**config.mk**
```make
export PLATFORM = sky130hd
export DESIGN_NAME = freq_range_monitor
export DESIGN_NICKNAME = d
export VERILOG_FILES = /design/src/rtl/freq_range_monitor.sv
export SDC_FILE = /design/constraint.sdc
export NUM_CORES = 1
export LEC_CHECK = 0
export BUFFER_PORTS_ARGS = -buffer_cell sky130_fd_sc_hd__clkbuf_2
export CAP_MARGIN = 30
export CORE_MARGIN = 3
export CORE_UTILIZATION = 51
export DETAILED_ROUTE_END_ITERATION = 8
export PLACE_DENSITY = 0.87
export RECOVER_POWER = 50
export SYNTH_ARGS = -nofsm -noshare
export SYNTH_HDL_FRONTEND = slang
export SYNTH_SLANG_ARGS = --single-unit
```
**constraint.sdc**
```tcl
create_clock -name clk -period 2.9 [get_ports clk]
set_input_delay 0.29 -clock clk [delete_from_list [all_inputs] [get_ports clk]]
set_output_delay 0.29 -clock clk [all_outputs]
set_load 0.02 [all_outputs]
```
**src/rtl/freq_range_monitor.sv**
```systemverilog
// Frequency window monitor: samples freq_hz_i SAMPLE_DLY cycles after each second strobe and debounces the result.
// Optional FREQ_MON_MINMAX_EN adds min/max tracking of every evaluated sample.
module freq_range_monitor #(
   parameter int C_CNT_BW   = 32,
   parameter int SAMPLE_DLY = 16,
   parameter int GOOD_CNT   = 3,
   parameter int BAD_CNT    = 2
) (
   input  logic                clk,
   input  logic                rst,
   input  logic                en_i,
   input  logic                sec_i,
   input  logic [C_CNT_BW-1:0] freq_hz_i,
   input  logic [C_CNT_BW-1:0] lo_hz_i,
   input  logic [C_CNT_BW-1:0] hi_hz_i,
   output logic [C_CNT_BW-1:0] freq_q_o,
   output logic                sample_vld_o,
   output logic                in_range_o,
   output logic                clk_absent_o,
   output logic                clk_ok_o,
   output logic                status_chg_o,
   output logic [15:0]         fail_cnt_o
`ifdef FREQ_MON_MINMAX_EN
   ,
   input  logic                minmax_clr_i,
   output logic [C_CNT_BW-1:0] min_hz_o,
   output logic [C_CNT_BW-1:0] max_hz_o
`endif
);

   // state  | meaning
   // IDLE   | monitor disabled
   // ARMED  | waiting for sec_i
   // DELAY  | counting down to the sample point
   // SAMPLE | freq_hz_i captured at the end of this cycle
   // EVAL   | window check and hysteresis update at the end of this cycle
   typedef enum logic [2:0] {IDLE, ARMED, DELAY, SAMPLE, EVAL} state_t;

   localparam int DLY_W = (SAMPLE_DLY > 2) ? $clog2(SAMPLE_DLY - 1) : 1;
   localparam int GW    = $clog2(GOOD_CNT + 1);
   localparam int BW    = $clog2(BAD_CNT + 1);
   localparam logic [DLY_W-1:0] DLY_LOAD = DLY_W'((SAMPLE_DLY > 2) ? SAMPLE_DLY - 2 : 0);
   localparam logic [GW-1:0]    GOOD_MAX = GW'(GOOD_CNT);
   localparam logic [BW-1:0]    BAD_MAX  = BW'(BAD_CNT);

   state_t           state;
   logic [DLY_W-1:0] dly_cnt;
   logic [GW-1:0]    good_run;
   logic [BW-1:0]    bad_run;
   logic             eval_pend;

   logic             eval_now;
   logic             win_ok;
   logic             zero;
   logic [GW-1:0]    good_nxt;
   logic [BW-1:0]    bad_nxt;
   logic             ok_nxt;

   // eval_pend rather than state==EVAL so a strobe landing in SAMPLE still gets its evaluation
   always_comb begin
      eval_now = en_i && (state != IDLE) && eval_pend;
      win_ok   = (lo_hz_i <= freq_q_o) && (freq_q_o <= hi_hz_i);
      zero     = (freq_q_o == '0);
      good_nxt = '0;
      bad_nxt  = '0;
      if (win_ok)
         good_nxt = (good_run == GOOD_MAX) ? good_run : good_run + GW'(1);
      else
         bad_nxt = (bad_run == BAD_MAX) ? bad_run : bad_run + BW'(1);
      ok_nxt = clk_ok_o;
      if (zero)
         ok_nxt = 1'b0;
      else if (win_ok && (good_nxt == GOOD_MAX))
         ok_nxt = 1'b1;
      else if (!win_ok && (bad_nxt == BAD_MAX))
         ok_nxt = 1'b0;
   end

   always_ff @(posedge clk) begin
      if (rst) begin
         state        <= IDLE;
         dly_cnt      <= '0;
         good_run     <= '0;
         bad_run      <= '0;
         eval_pend    <= 1'b0;
         freq_q_o     <= '0;
         sample_vld_o <= 1'b0;
         in_range_o   <= 1'b0;
         clk_absent_o <= 1'b0;
         clk_ok_o     <= 1'b0;
         status_chg_o <= 1'b0;
         fail_cnt_o   <= '0;
      end else begin
         sample_vld_o <= 1'b0;
         status_chg_o <= 1'b0;
         if (!en_i) begin
            state        <= IDLE;
            dly_cnt      <= '0;
            good_run     <= '0;
            bad_run      <= '0;
            eval_pend    <= 1'b0;
            in_range_o   <= 1'b0;
            clk_absent_o <= 1'b0;
            clk_ok_o     <= 1'b0;
         end else if (state == IDLE) begin
            state <= ARMED;
         end else begin
            eval_pend <= (state == SAMPLE);
            if (state == SAMPLE) begin
               freq_q_o     <= freq_hz_i;
               sample_vld_o <= 1'b1;
            end
            if (eval_now) begin
               in_range_o   <= win_ok;
               clk_absent_o <= zero;
               good_run     <= good_nxt;
               bad_run      <= bad_nxt;
               clk_ok_o     <= ok_nxt;
               status_chg_o <= (ok_nxt != clk_ok_o);
               if (!win_ok && (fail_cnt_o != 16'hFFFF))
                  fail_cnt_o <= fail_cnt_o + 16'd1;
            end
            // a new strobe always restarts the delay; a pending capture in SAMPLE still completes
            if (sec_i) begin
               if (SAMPLE_DLY == 1) begin
                  state <= SAMPLE;
               end else begin
                  state   <= DELAY;
                  dly_cnt <= DLY_LOAD;
               end
            end else begin
               case (state)
                  DELAY: begin
                     if (dly_cnt == '0)
                        state <= SAMPLE;
                     else
                        dly_cnt <= dly_cnt - DLY_W'(1);
                  end
                  SAMPLE:  state <= EVAL;
                  EVAL:    state <= ARMED;
                  default: state <= state;
               endcase
            end
         end
      end
   end

`ifdef FREQ_MON_MINMAX_EN
   always_ff @(posedge clk) begin
      if (rst || minmax_clr_i) begin
         min_hz_o <= '1;
         max_hz_o <= '0;
      end else if (eval_now) begin
         if (freq_q_o < min_hz_o)
            min_hz_o <= freq_q_o;
         if (freq_q_o > max_hz_o)
            max_hz_o <= freq_q_o;
      end
   end
`endif

endmodule

```
==> impl_metrics.xml, run 1 <==
<?xml version="1.0" encoding="UTF-8"?>
<metrics>
  <group name="outcome">
    <metric name="status" unit="">finished with violations</metric>
    <metric name="failing_checks" unit="">setup timing</metric>
  </group>
  <group name="clocking">
    <metric name="tritoncts" unit="">done</metric>
    <metric name="cts.root.buffer_cell" unit="">clkbuf_8</metric>
    <metric name="cts_clock_pin_slew_for_the_worst_setup_and_hold_paths" unit="ns">0.07</metric>
    <metric name="ctsHtreeMaxLevel" unit="">3</metric>
    <metric name="clkLatencyLatePin" unit="ns">0.34</metric>
    <metric name="tritoncts_num_sinks" unit="">65</metric>
    <metric name="tritoncts.num_buffers" unit="">9</metric>
    <metric name="cts-hold-fix-buffers" unit="">0</metric>
    <metric name="clk_path_buf_depth" unit="">2</metric>
  </group>
  <group name="die">
    <metric name="floorplan.die.height" unit="um">99.6</metric>
    <metric name="ios" unit="">153</metric>
    <metric name="initial_utilization" unit="">0.533</metric>
    <metric name="die_area" unit="um2">9920</metric>
    <metric name="rows" unit="">33</metric>
    <metric name="die_w" unit="um">99.6</metric>
    <metric name="area_inside_the_core_boundary" unit="um2">8380</metric>
  </group>
  <group name="power_and_ir_drop">
    <metric name="ir_drop" unit="mV">0.264</metric>
    <metric name="netSwitchingPower" unit="mW">0.516</metric>
    <metric name="sequentialPowerShare" unit="">0.438</metric>
    <metric name="power_switching_share" unit="">0.252</metric>
    <metric name="power.density" unit="nW/um2">341</metric>
    <metric name="leakagePower" unit="nW">2.71</metric>
    <metric name="pwr-share-clk" unit="">0.434</metric>
    <metric name="p_int" unit="mW">1.53</metric>
    <metric name="combPwrFrac" unit="">0.128</metric>
  </group>
  <group name="sta">
    <metric name="final_cycle_share" unit="">1.01</metric>
    <metric name="final.setup.worst_slack" unit="ns">-0.0234</metric>
    <metric name="tightestPinTransition" unit="ns">0.676</metric>
    <metric name="timing.final.setup_violations" unit="">5</metric>
    <metric name="timing.final.hold_violations" unit="">0</metric>
    <metric name="slew-limit-headroom" unit="">0.547</metric>
    <metric name="timing.final.crit_period" unit="ns">2.92</metric>
    <metric name="timing_max_transition_violations_final" unit="">0</metric>
    <metric name="max_freq" unit="GHz">0.342</metric>
    <metric name="rsz_0062_raised_after_global_routing" unit="">true</metric>
    <metric name="timing.clock.skew" unit="ns">0.00937</metric>
  </group>
  <group name="critical_path">
    <metric name="start_kind" unit="">register</metric>
    <metric name="arrival" unit="ns">3.18</metric>
    <metric name="regToRegSetupSlack" unit="ns">-0.02</metric>
    <metric name="worst_path_largest_cell_delay" unit="ns">0.55</metric>
    <metric name="timing.critical_path.required" unit="ns">3.16</metric>
    <metric name="critPathCaptureType" unit="">register</metric>
    <metric name="library_cell_contributing_the_largest_single_delay_on_the_critical_path" unit="">or4_4</metric>
    <metric name="crit_path_max_fanout" unit="">6</metric>
    <metric name="critical_path.cell_chain" unit="">inv_1, ha_1, nand4_4, or4_4, nor2_1, o31ai_2, and4_4, clkbuf_16, or4_1, a21oi_1</metric>
    <metric name="timing.setup.critical_path_class" unit="">register to register</metric>
  </group>
  <group name="routing">
    <metric name="routed_wire_length_per_instance" unit="um">16.7</metric>
    <metric name="drt-initial-drc-count" unit="">331</metric>
    <metric name="drt_wl_total" unit="um">14400</metric>
    <metric name="dr_drc_count" unit="">0</metric>
    <metric name="via_count" unit="">4906</metric>
    <metric name="detailedRoute.firstPassIterationCount" unit="">5</metric>
    <metric name="postRouteAntennaNets" unit="">0</metric>
    <metric name="drt-vias-per-instance" unit="">5.70</metric>
  </group>
  <group name="placed_design">
    <metric name="place_worst_setup_slack" unit="ns">-0.0570</metric>
    <metric name="dpl.hpwl" unit="um">10800</metric>
    <metric name="placedInstanceArea" unit="um2">5450</metric>
    <metric name="place.detailed.instances" unit="">836</metric>
    <metric name="placement.io_buffers" unit="">152</metric>
    <metric name="gp_congestion" unit="">0.981</metric>
  </group>
  <group name="grt">
    <metric name="pin_count_of_the_biggest_net_entering_global_routing" unit="">41</metric>
    <metric name="number_of_global_route_vias_before_repair" unit="">4721</metric>
    <metric name="antenna_found_initial" unit="">0</metric>
    <metric name="groute.usage.overall" unit="">0.270</metric>
    <metric name="grt-ovfl-total" unit="">0</metric>
    <metric name="grt_first_pass_wirelength" unit="um">21600</metric>
  </group>
  <group name="layout">
    <metric name="post_layout_nonfiller_instances" unit="">861</metric>
    <metric name="n_fill_cell" unit="">631</metric>
    <metric name="post-route-cell-area" unit="um2">5980</metric>
    <metric name="final_layout_net_count" unit="">918</metric>
    <metric name="area_growth_syn_to_layout" unit="%">33.8</metric>
    <metric name="final_core_util" unit="">0.714</metric>
    <metric name="insertedDiodeCount" unit="">0</metric>
    <metric name="proportion_of_layout_cells_with_a_drive_suffix_above_1" unit="">0.321</metric>
  </group>
  <group name="yosys">
    <metric name="synth_fa_ha_area_frac" unit="">0.188</metric>
    <metric name="yosysMostFrequentCell" unit="">nand2_1</metric>
    <metric name="synth_seq_area_share" unit="">0.291</metric>
    <metric name="synthArstFlopShare" unit="">0</metric>
    <metric name="post_synth_main_area_contributors" unit="">dfxtp_1 (29%), ha_1 (19%), a21oi_1 (8.2%)</metric>
    <metric name="synth-simple-area-share" unit="">0.251</metric>
    <metric name="synth_compound_area_frac" unit="">0.151</metric>
    <metric name="synth.avg_cell_area" unit="um2">7.76</metric>
    <metric name="synth_fp_nets" unit="">743</metric>
    <metric name="synthesis.area" unit="um2">4470</metric>
    <metric name="synth_flop_cell" unit="">dfxtp_1</metric>
    <metric name="number_of_synthesized_flops_with_an_enable_pin" unit="">0</metric>
    <metric name="netlist-cell-type-count" unit="">56</metric>
    <metric name="synth_top_cells_by_count" unit="">nand2_1 (97), a21oi_1 (73), inv_1 (72)</metric>
    <metric name="synthesis.yosys.warnings" unit="">0</metric>
    <metric name="yosysTopAreaCellShare" unit="">0.291</metric>
    <metric name="yosys.area_share.xor_xnor" unit="">0.00588</metric>
    <metric name="synth_top_family_by_area" unit="">simple AND/OR/NAND/NOR gates</metric>
    <metric name="ys_seq_elements" unit="">65</metric>
    <metric name="synthCells" unit="">576</metric>
    <metric name="post_synth_mux_area_share" unit="">0.0232</metric>
    <metric name="synth_largest_area_cell" unit="">dfxtp_1</metric>
  </group>
  <group name="flow_run">
    <metric name="cap_violations" unit="">0</metric>
  </group>
  <group name="min_path">
    <metric name="hold_class" unit="">input pin to register</metric>
  </group>
</metrics>
-- logic make-up after synthesis --
group / after synthesis
DFF: 65
muxes: 9
xor gates and xnor gates: 3
buffers and inverters: 96
AOI/OAI and AO/OA: 115
adders and majority gates: 67
and+or+nand+nor: 221
-- worst paths after layout --
path	startpoint	endpoint	cells past startpoint
max	freq_q_o[31]	fail_cnt_o[15]	10
min	freq_hz_i[12]	freq_q_o[12]	3
max reg2reg	freq_q_o[31]	fail_cnt_o[15]	10
min reg2reg	bad_run[1]	bad_run[1]	2
-- layout by cell type (no fill, tap or decap), types with 4 or more instances in the layout --
cell / count
or3_1: 4
nand4_1: 20
a211oi_1: 5
nand2b_1: 4
nand3_1: 15
and3_1: 4
ha_4: 8
nor2b_1: 11
dfxtp_4: 6
or4_1: 6
nor4_1: 8
o31ai_1: 6
a21oi_1: 73
dfxtp_1: 47
buf_4: 33
nand2_1: 96
a221o_1: 4
nor2_1: 22
o21ai_0: 8
nor4_2: 5
clkbuf_8: 10
clkbuf_2: 143
clkbuf_1: 9
nor3_1: 5
ha_1: 59
and4_1: 5
mux2_1: 4
inv_1: 72
dfxtp_2: 12
-- flip-flops by register name, summed over array words and instances (netlist names), 2 cells and up --
signal      count
good_run        2
freq_q_o       32
dly_cnt         4
state           3
bad_run         2
fail_cnt_o     16
-- per-stage QoR --
step | setup TNS (ns) | power, mW | hold slack [ns]
floorplan | 0 | 1.04 | 0.368
global placement | 0 | 1.13 | 0.440
detailed placement | -0.185 | 1.15 | 0.449
CTS | 0 | 2.02 | 0.160
global route | -1.33 | 2.11 | 0.153
finish | -0.0406 | 2.04 | 0.155
-- cell type report --
class / instances / area, um2 / area share
Inverter: 72 / 270 / 0.0452
Clock inverter: 6 / 91.3 / 0.0153
Clock buffer: 10 / 138 / 0.0230
Tap cell: 105 / 131 / 0.0220
Multi-Input combinational cell: 415 / 2940 / 0.492
Sequential cell: 65 / 1340 / 0.224
Timing Repair Buffer: 188 / 1070 / 0.178
-- worst max-delay path, delay by kind of cell (launching register included) --
kind	cells	cell delay, ns
simple gates	5	1.58
flops	1	0.35
fa+ha+maj	1	0.34
compound gates	2	0.34
buf+inv	2	0.22
-- routing by layer --
metal / routed length (um) / up-vias / global-route usage / share of wire
li1: - / 2366 / - / -
met1: 5780 / 2261 / 0.341 / 0.40
met2: 6870 / 238 / 0.445 / 0.48
met3: 1250 / 41 / 0.0582 / 0.087
met4: 466 / 0 / 0.112 / 0.032
met5: 0 / - / 0 / 0
-- power groups by stage --
| stage | sequential (mW) | combinational, mW | clock [mW] |
|---|---|---|---|
| 2_1_floorplan | 0.919 | 0.125 | 0 |
| 3_3_place_gp | 0.920 | 0.215 | 0 |
| 3_5_place_dp | 0.920 | 0.226 | 0 |
| 4_1_cts | 0.899 | 0.229 | 0.890 |
| 5_1_grt | 0.894 | 0.289 | 0.931 |
| 6_report | 0.894 | 0.262 | 0.887 |
-- repair_timing --
action / 4_1_cts / 5_1_grt
pin swaps: 1 / 13
resized for setup: 10 / 35
setup endpoints to repair: 11 / 21
cloned: 0 / 2
setup buffers: 0 / 7
Power figures use the tool's default switching activity.
==> inputs of run 2 (changes only) <==
--- a/config.mk
+++ b/config.mk
@@ -7,6 +7,7 @@
 export LEC_CHECK = 0
 export BUFFER_PORTS_ARGS = -buffer_cell sky130_fd_sc_hd__clkbuf_2
 export CAP_MARGIN = 30
+export CORE_ASPECT_RATIO = 0.9
 export CORE_MARGIN = 3
 export CORE_UTILIZATION = 51
 export DETAILED_ROUTE_END_ITERATION = 8
==> impl_metrics.xml, run 2 (synthesized netlist as in run 1, its figures left out) <==
<?xml version="1.0" encoding="UTF-8"?>
<metrics>
  <group name="clocking">
    <metric name="ctsHtreeMaxLevel" unit="">3</metric>
    <metric name="cts.root.buffer_cell" unit="">clkbuf_8</metric>
    <metric name="clk_path_buf_depth" unit="">2</metric>
    <metric name="cts_clock_pin_slew_for_the_worst_setup_and_hold_paths" unit="ns">0.08</metric>
    <metric name="tritoncts.num_buffers" unit="">9</metric>
    <metric name="clkLatencyLatePin" unit="ns">0.34</metric>
    <metric name="tritoncts_num_sinks" unit="">65</metric>
    <metric name="tritoncts" unit="">done</metric>
  </group>
  <group name="grt">
    <metric name="grt_first_pass_wirelength" unit="um">21900</metric>
    <metric name="grt-ovfl-total" unit="">0</metric>
    <metric name="pin_count_of_the_biggest_net_entering_global_routing" unit="">36</metric>
    <metric name="groute.usage.overall" unit="">0.271</metric>
    <metric name="number_of_global_route_vias_before_repair" unit="">4683</metric>
    <metric name="antenna_found_initial" unit="">0</metric>
  </group>
  <group name="die">
    <metric name="ios" unit="">153</metric>
    <metric name="die_area" unit="um2">9920</metric>
    <metric name="floorplan.die.height" unit="um">94.8</metric>
    <metric name="die_w" unit="um">105</metric>
    <metric name="rows" unit="">31</metric>
    <metric name="area_inside_the_core_boundary" unit="um2">8300</metric>
    <metric name="initial_utilization" unit="">0.538</metric>
  </group>
  <group name="sta">
    <metric name="hold_ws" unit="ns">0.157</metric>
    <metric name="tightestPinTransition" unit="ns">0.775</metric>
    <metric name="slew-limit-headroom" unit="">0.480</metric>
    <metric name="timing_max_transition_violations_final" unit="">0</metric>
    <metric name="timing.final.setup_violations" unit="">1</metric>
    <metric name="timing.clock.skew" unit="ns">0.00728</metric>
    <metric name="final.setup.worst_slack" unit="ns">-0.0305</metric>
    <metric name="rsz_0062_raised_after_global_routing" unit="">true</metric>
    <metric name="timing.final.hold_violations" unit="">0</metric>
    <metric name="timing.final.crit_period" unit="ns">2.93</metric>
    <metric name="max_freq" unit="GHz">0.341</metric>
    <metric name="final_cycle_share" unit="">1.01</metric>
  </group>
  <group name="flow_run">
    <metric name="cap_violations" unit="">0</metric>
  </group>
  <group name="layout">
    <metric name="insertedDiodeCount" unit="">0</metric>
    <metric name="regMostFlops" unit="">freq_q_o</metric>
    <metric name="largest_register_ff_count" unit="">32</metric>
    <metric name="layout_top_registers" unit="">freq_q_o: 32 flops, fail_cnt_o: 16 flops, dly_cnt: 4 flops</metric>
    <metric name="proportion_of_layout_cells_with_a_drive_suffix_above_1" unit="">0.345</metric>
    <metric name="n_fill_cell" unit="">607</metric>
    <metric name="commonest_cells_after_routing_fill_and_taps_aside" unit="">clkbuf_2 (122), nand2_1 (97), a21oi_1 (69)</metric>
    <metric name="area_growth_syn_to_layout" unit="%">40.8</metric>
    <metric name="sequential_cell_area" unit="um2">1340</metric>
    <metric name="layout_commonest_cell" unit="">clkbuf_2</metric>
    <metric name="post_layout_nonfiller_instances" unit="">883</metric>
    <metric name="multi_input_gate_area_in_the_final_layout" unit="um2">3140</metric>
    <metric name="final_layout_net_count" unit="">930</metric>
    <metric name="final_core_util" unit="">0.758</metric>
  </group>
  <group name="placed_design">
    <metric name="place_worst_setup_slack" unit="ns">-0.125</metric>
    <metric name="placement.io_buffers" unit="">152</metric>
    <metric name="gp_congestion" unit="">0.877</metric>
    <metric name="dpl.hpwl" unit="um">10300</metric>
    <metric name="place.detailed.instances" unit="">854</metric>
  </group>
  <group name="routing">
    <metric name="drt_wl_total" unit="um">14500</metric>
    <metric name="via_count" unit="">5035</metric>
    <metric name="detailedRoute.firstPassIterationCount" unit="">5</metric>
    <metric name="drt-vias-per-instance" unit="">5.70</metric>
    <metric name="postRouteAntennaNets" unit="">0</metric>
    <metric name="drt-initial-drc-count" unit="">321</metric>
    <metric name="routed_wire_length_per_instance" unit="um">16.5</metric>
    <metric name="dr_drc_count" unit="">0</metric>
  </group>
  <group name="critical_path">
    <metric name="critPathCaptureType" unit="">register</metric>
    <metric name="critical_path.cell_chain" unit="">inv_1, ha_4, nand4_1, or4_4, nand2b_4, a222oi_1, buf_4, nand4_1, and4_1, mux2_2</metric>
    <metric name="library_cell_contributing_the_largest_single_delay_on_the_critical_path" unit="">or4_4</metric>
    <metric name="timing.critical_path.required" unit="ns">3.13</metric>
    <metric name="critPathMostFrequentCell" unit="">nand4_1</metric>
    <metric name="timing.setup.critical_path_class" unit="">register to register</metric>
    <metric name="start_kind" unit="">register</metric>
    <metric name="worst_path_largest_cell_delay" unit="ns">0.55</metric>
    <metric name="crit_path_max_fanout" unit="">4</metric>
    <metric name="arrival" unit="ns">3.16</metric>
  </group>
  <group name="outcome">
    <metric name="failing_checks" unit="">setup timing</metric>
    <metric name="status" unit="">finished with violations</metric>
  </group>
  <group name="power_and_ir_drop">
    <metric name="leakagePower" unit="nW">2.73</metric>
    <metric name="power.density" unit="nW/um2">353</metric>
    <metric name="ir_drop" unit="mV">0.267</metric>
    <metric name="post-layout-total-power" unit="mW">2.22</metric>
  </group>
  <group name="min_path">
    <metric name="hold_class" unit="">input pin to register</metric>
  </group>
</metrics>
==> run 2: cell count changes in the layout (fill, tap and decap cells not counted), moves of 5 or more <==
cell / before / now
clkbuf_1: 9 / 31
clkbuf_2: 143 / 122
ha_1: 59 / 48
ha_4: 8 / 19
buf_4: 33 / 43
dfxtp_2: 12 / 18
inv_1: 72 / 66
inv_2: 0 / 6
dfxtp_1: 47 / 42
==> run 2: final cells by class <==
class,count,share of cell area
clock buffers,10,0.0203
well taps,115,0.0229
clock inverters,6,0.0219
repair buffers,200,0.180
flip-flops and latches,65,0.213
inverters,72,0.0430
multi-input cells,415,0.499
==> run 2: layer usage <==
metal	global-route usage	part of all wire	vias to the layer above
met3	0.0444	0.081	52
met1	0.343	0.41	2316
met5	0	0	-
li1	-	-	2390
met4	0.113	0.030	0
met2	0.463	0.48	277
==> run 2: path summary, 6_finish.rpt <==
| kind | start | to | slack (ns) | cells after the start |
|---|---|---|---|---|
| max | freq_q_o[26] | fail_cnt_o[4] | -0.03 | 10 |
| min | freq_hz_i[0] | freq_q_o[0] | 0.16 | 3 |
| max reg2reg | freq_q_o[26] | fail_cnt_o[4] | -0.03 | 10 |
| min reg2reg | bad_run[1] | bad_run[1] | 0.45 | 2 |
==> run 2: power breakdown <==
| part | internal, mW | switching [mW] | leakage [nW] |
|---|---|---|---|
| registers | 0.890 | 0.00436 | 0.537 |
| logic | 0.137 | 0.144 | 2.06 |
| clock network | 0.665 | 0.383 | 0.131 |
==> run 2: worst max-delay path: cells and delay by family (launching register included) <==
kind / cells / cell delay [ns]
compound gates: 1 / 0.32
flops: 1 / 0.34
simple gates: 5 / 1.35
fa+ha+maj: 1 / 0.28
buf+inv: 2 / 0.26
mux: 1 / 0.28
==> run 2: through the flow <==
step | instance area [um2] | setup TNS [ns]
global route | 6290 | -0.242
finish | 6290 | -0.0305
CTS | 5900 | 0
detailed placement | 5530 | -0.618
global placement | 5530 | -0.187
floorplan | 4470 | 0
==> run 2: repair_timing <==
action / 4_1_cts / 5_1_grt
gates cloned: 1 / 0
gates resized for setup: 11 / 73
setup endpoints to repair: 10 / 20
setup buffers: 4 / 8
pin swaps: 6 / 19
hold buffers: 0 / 0
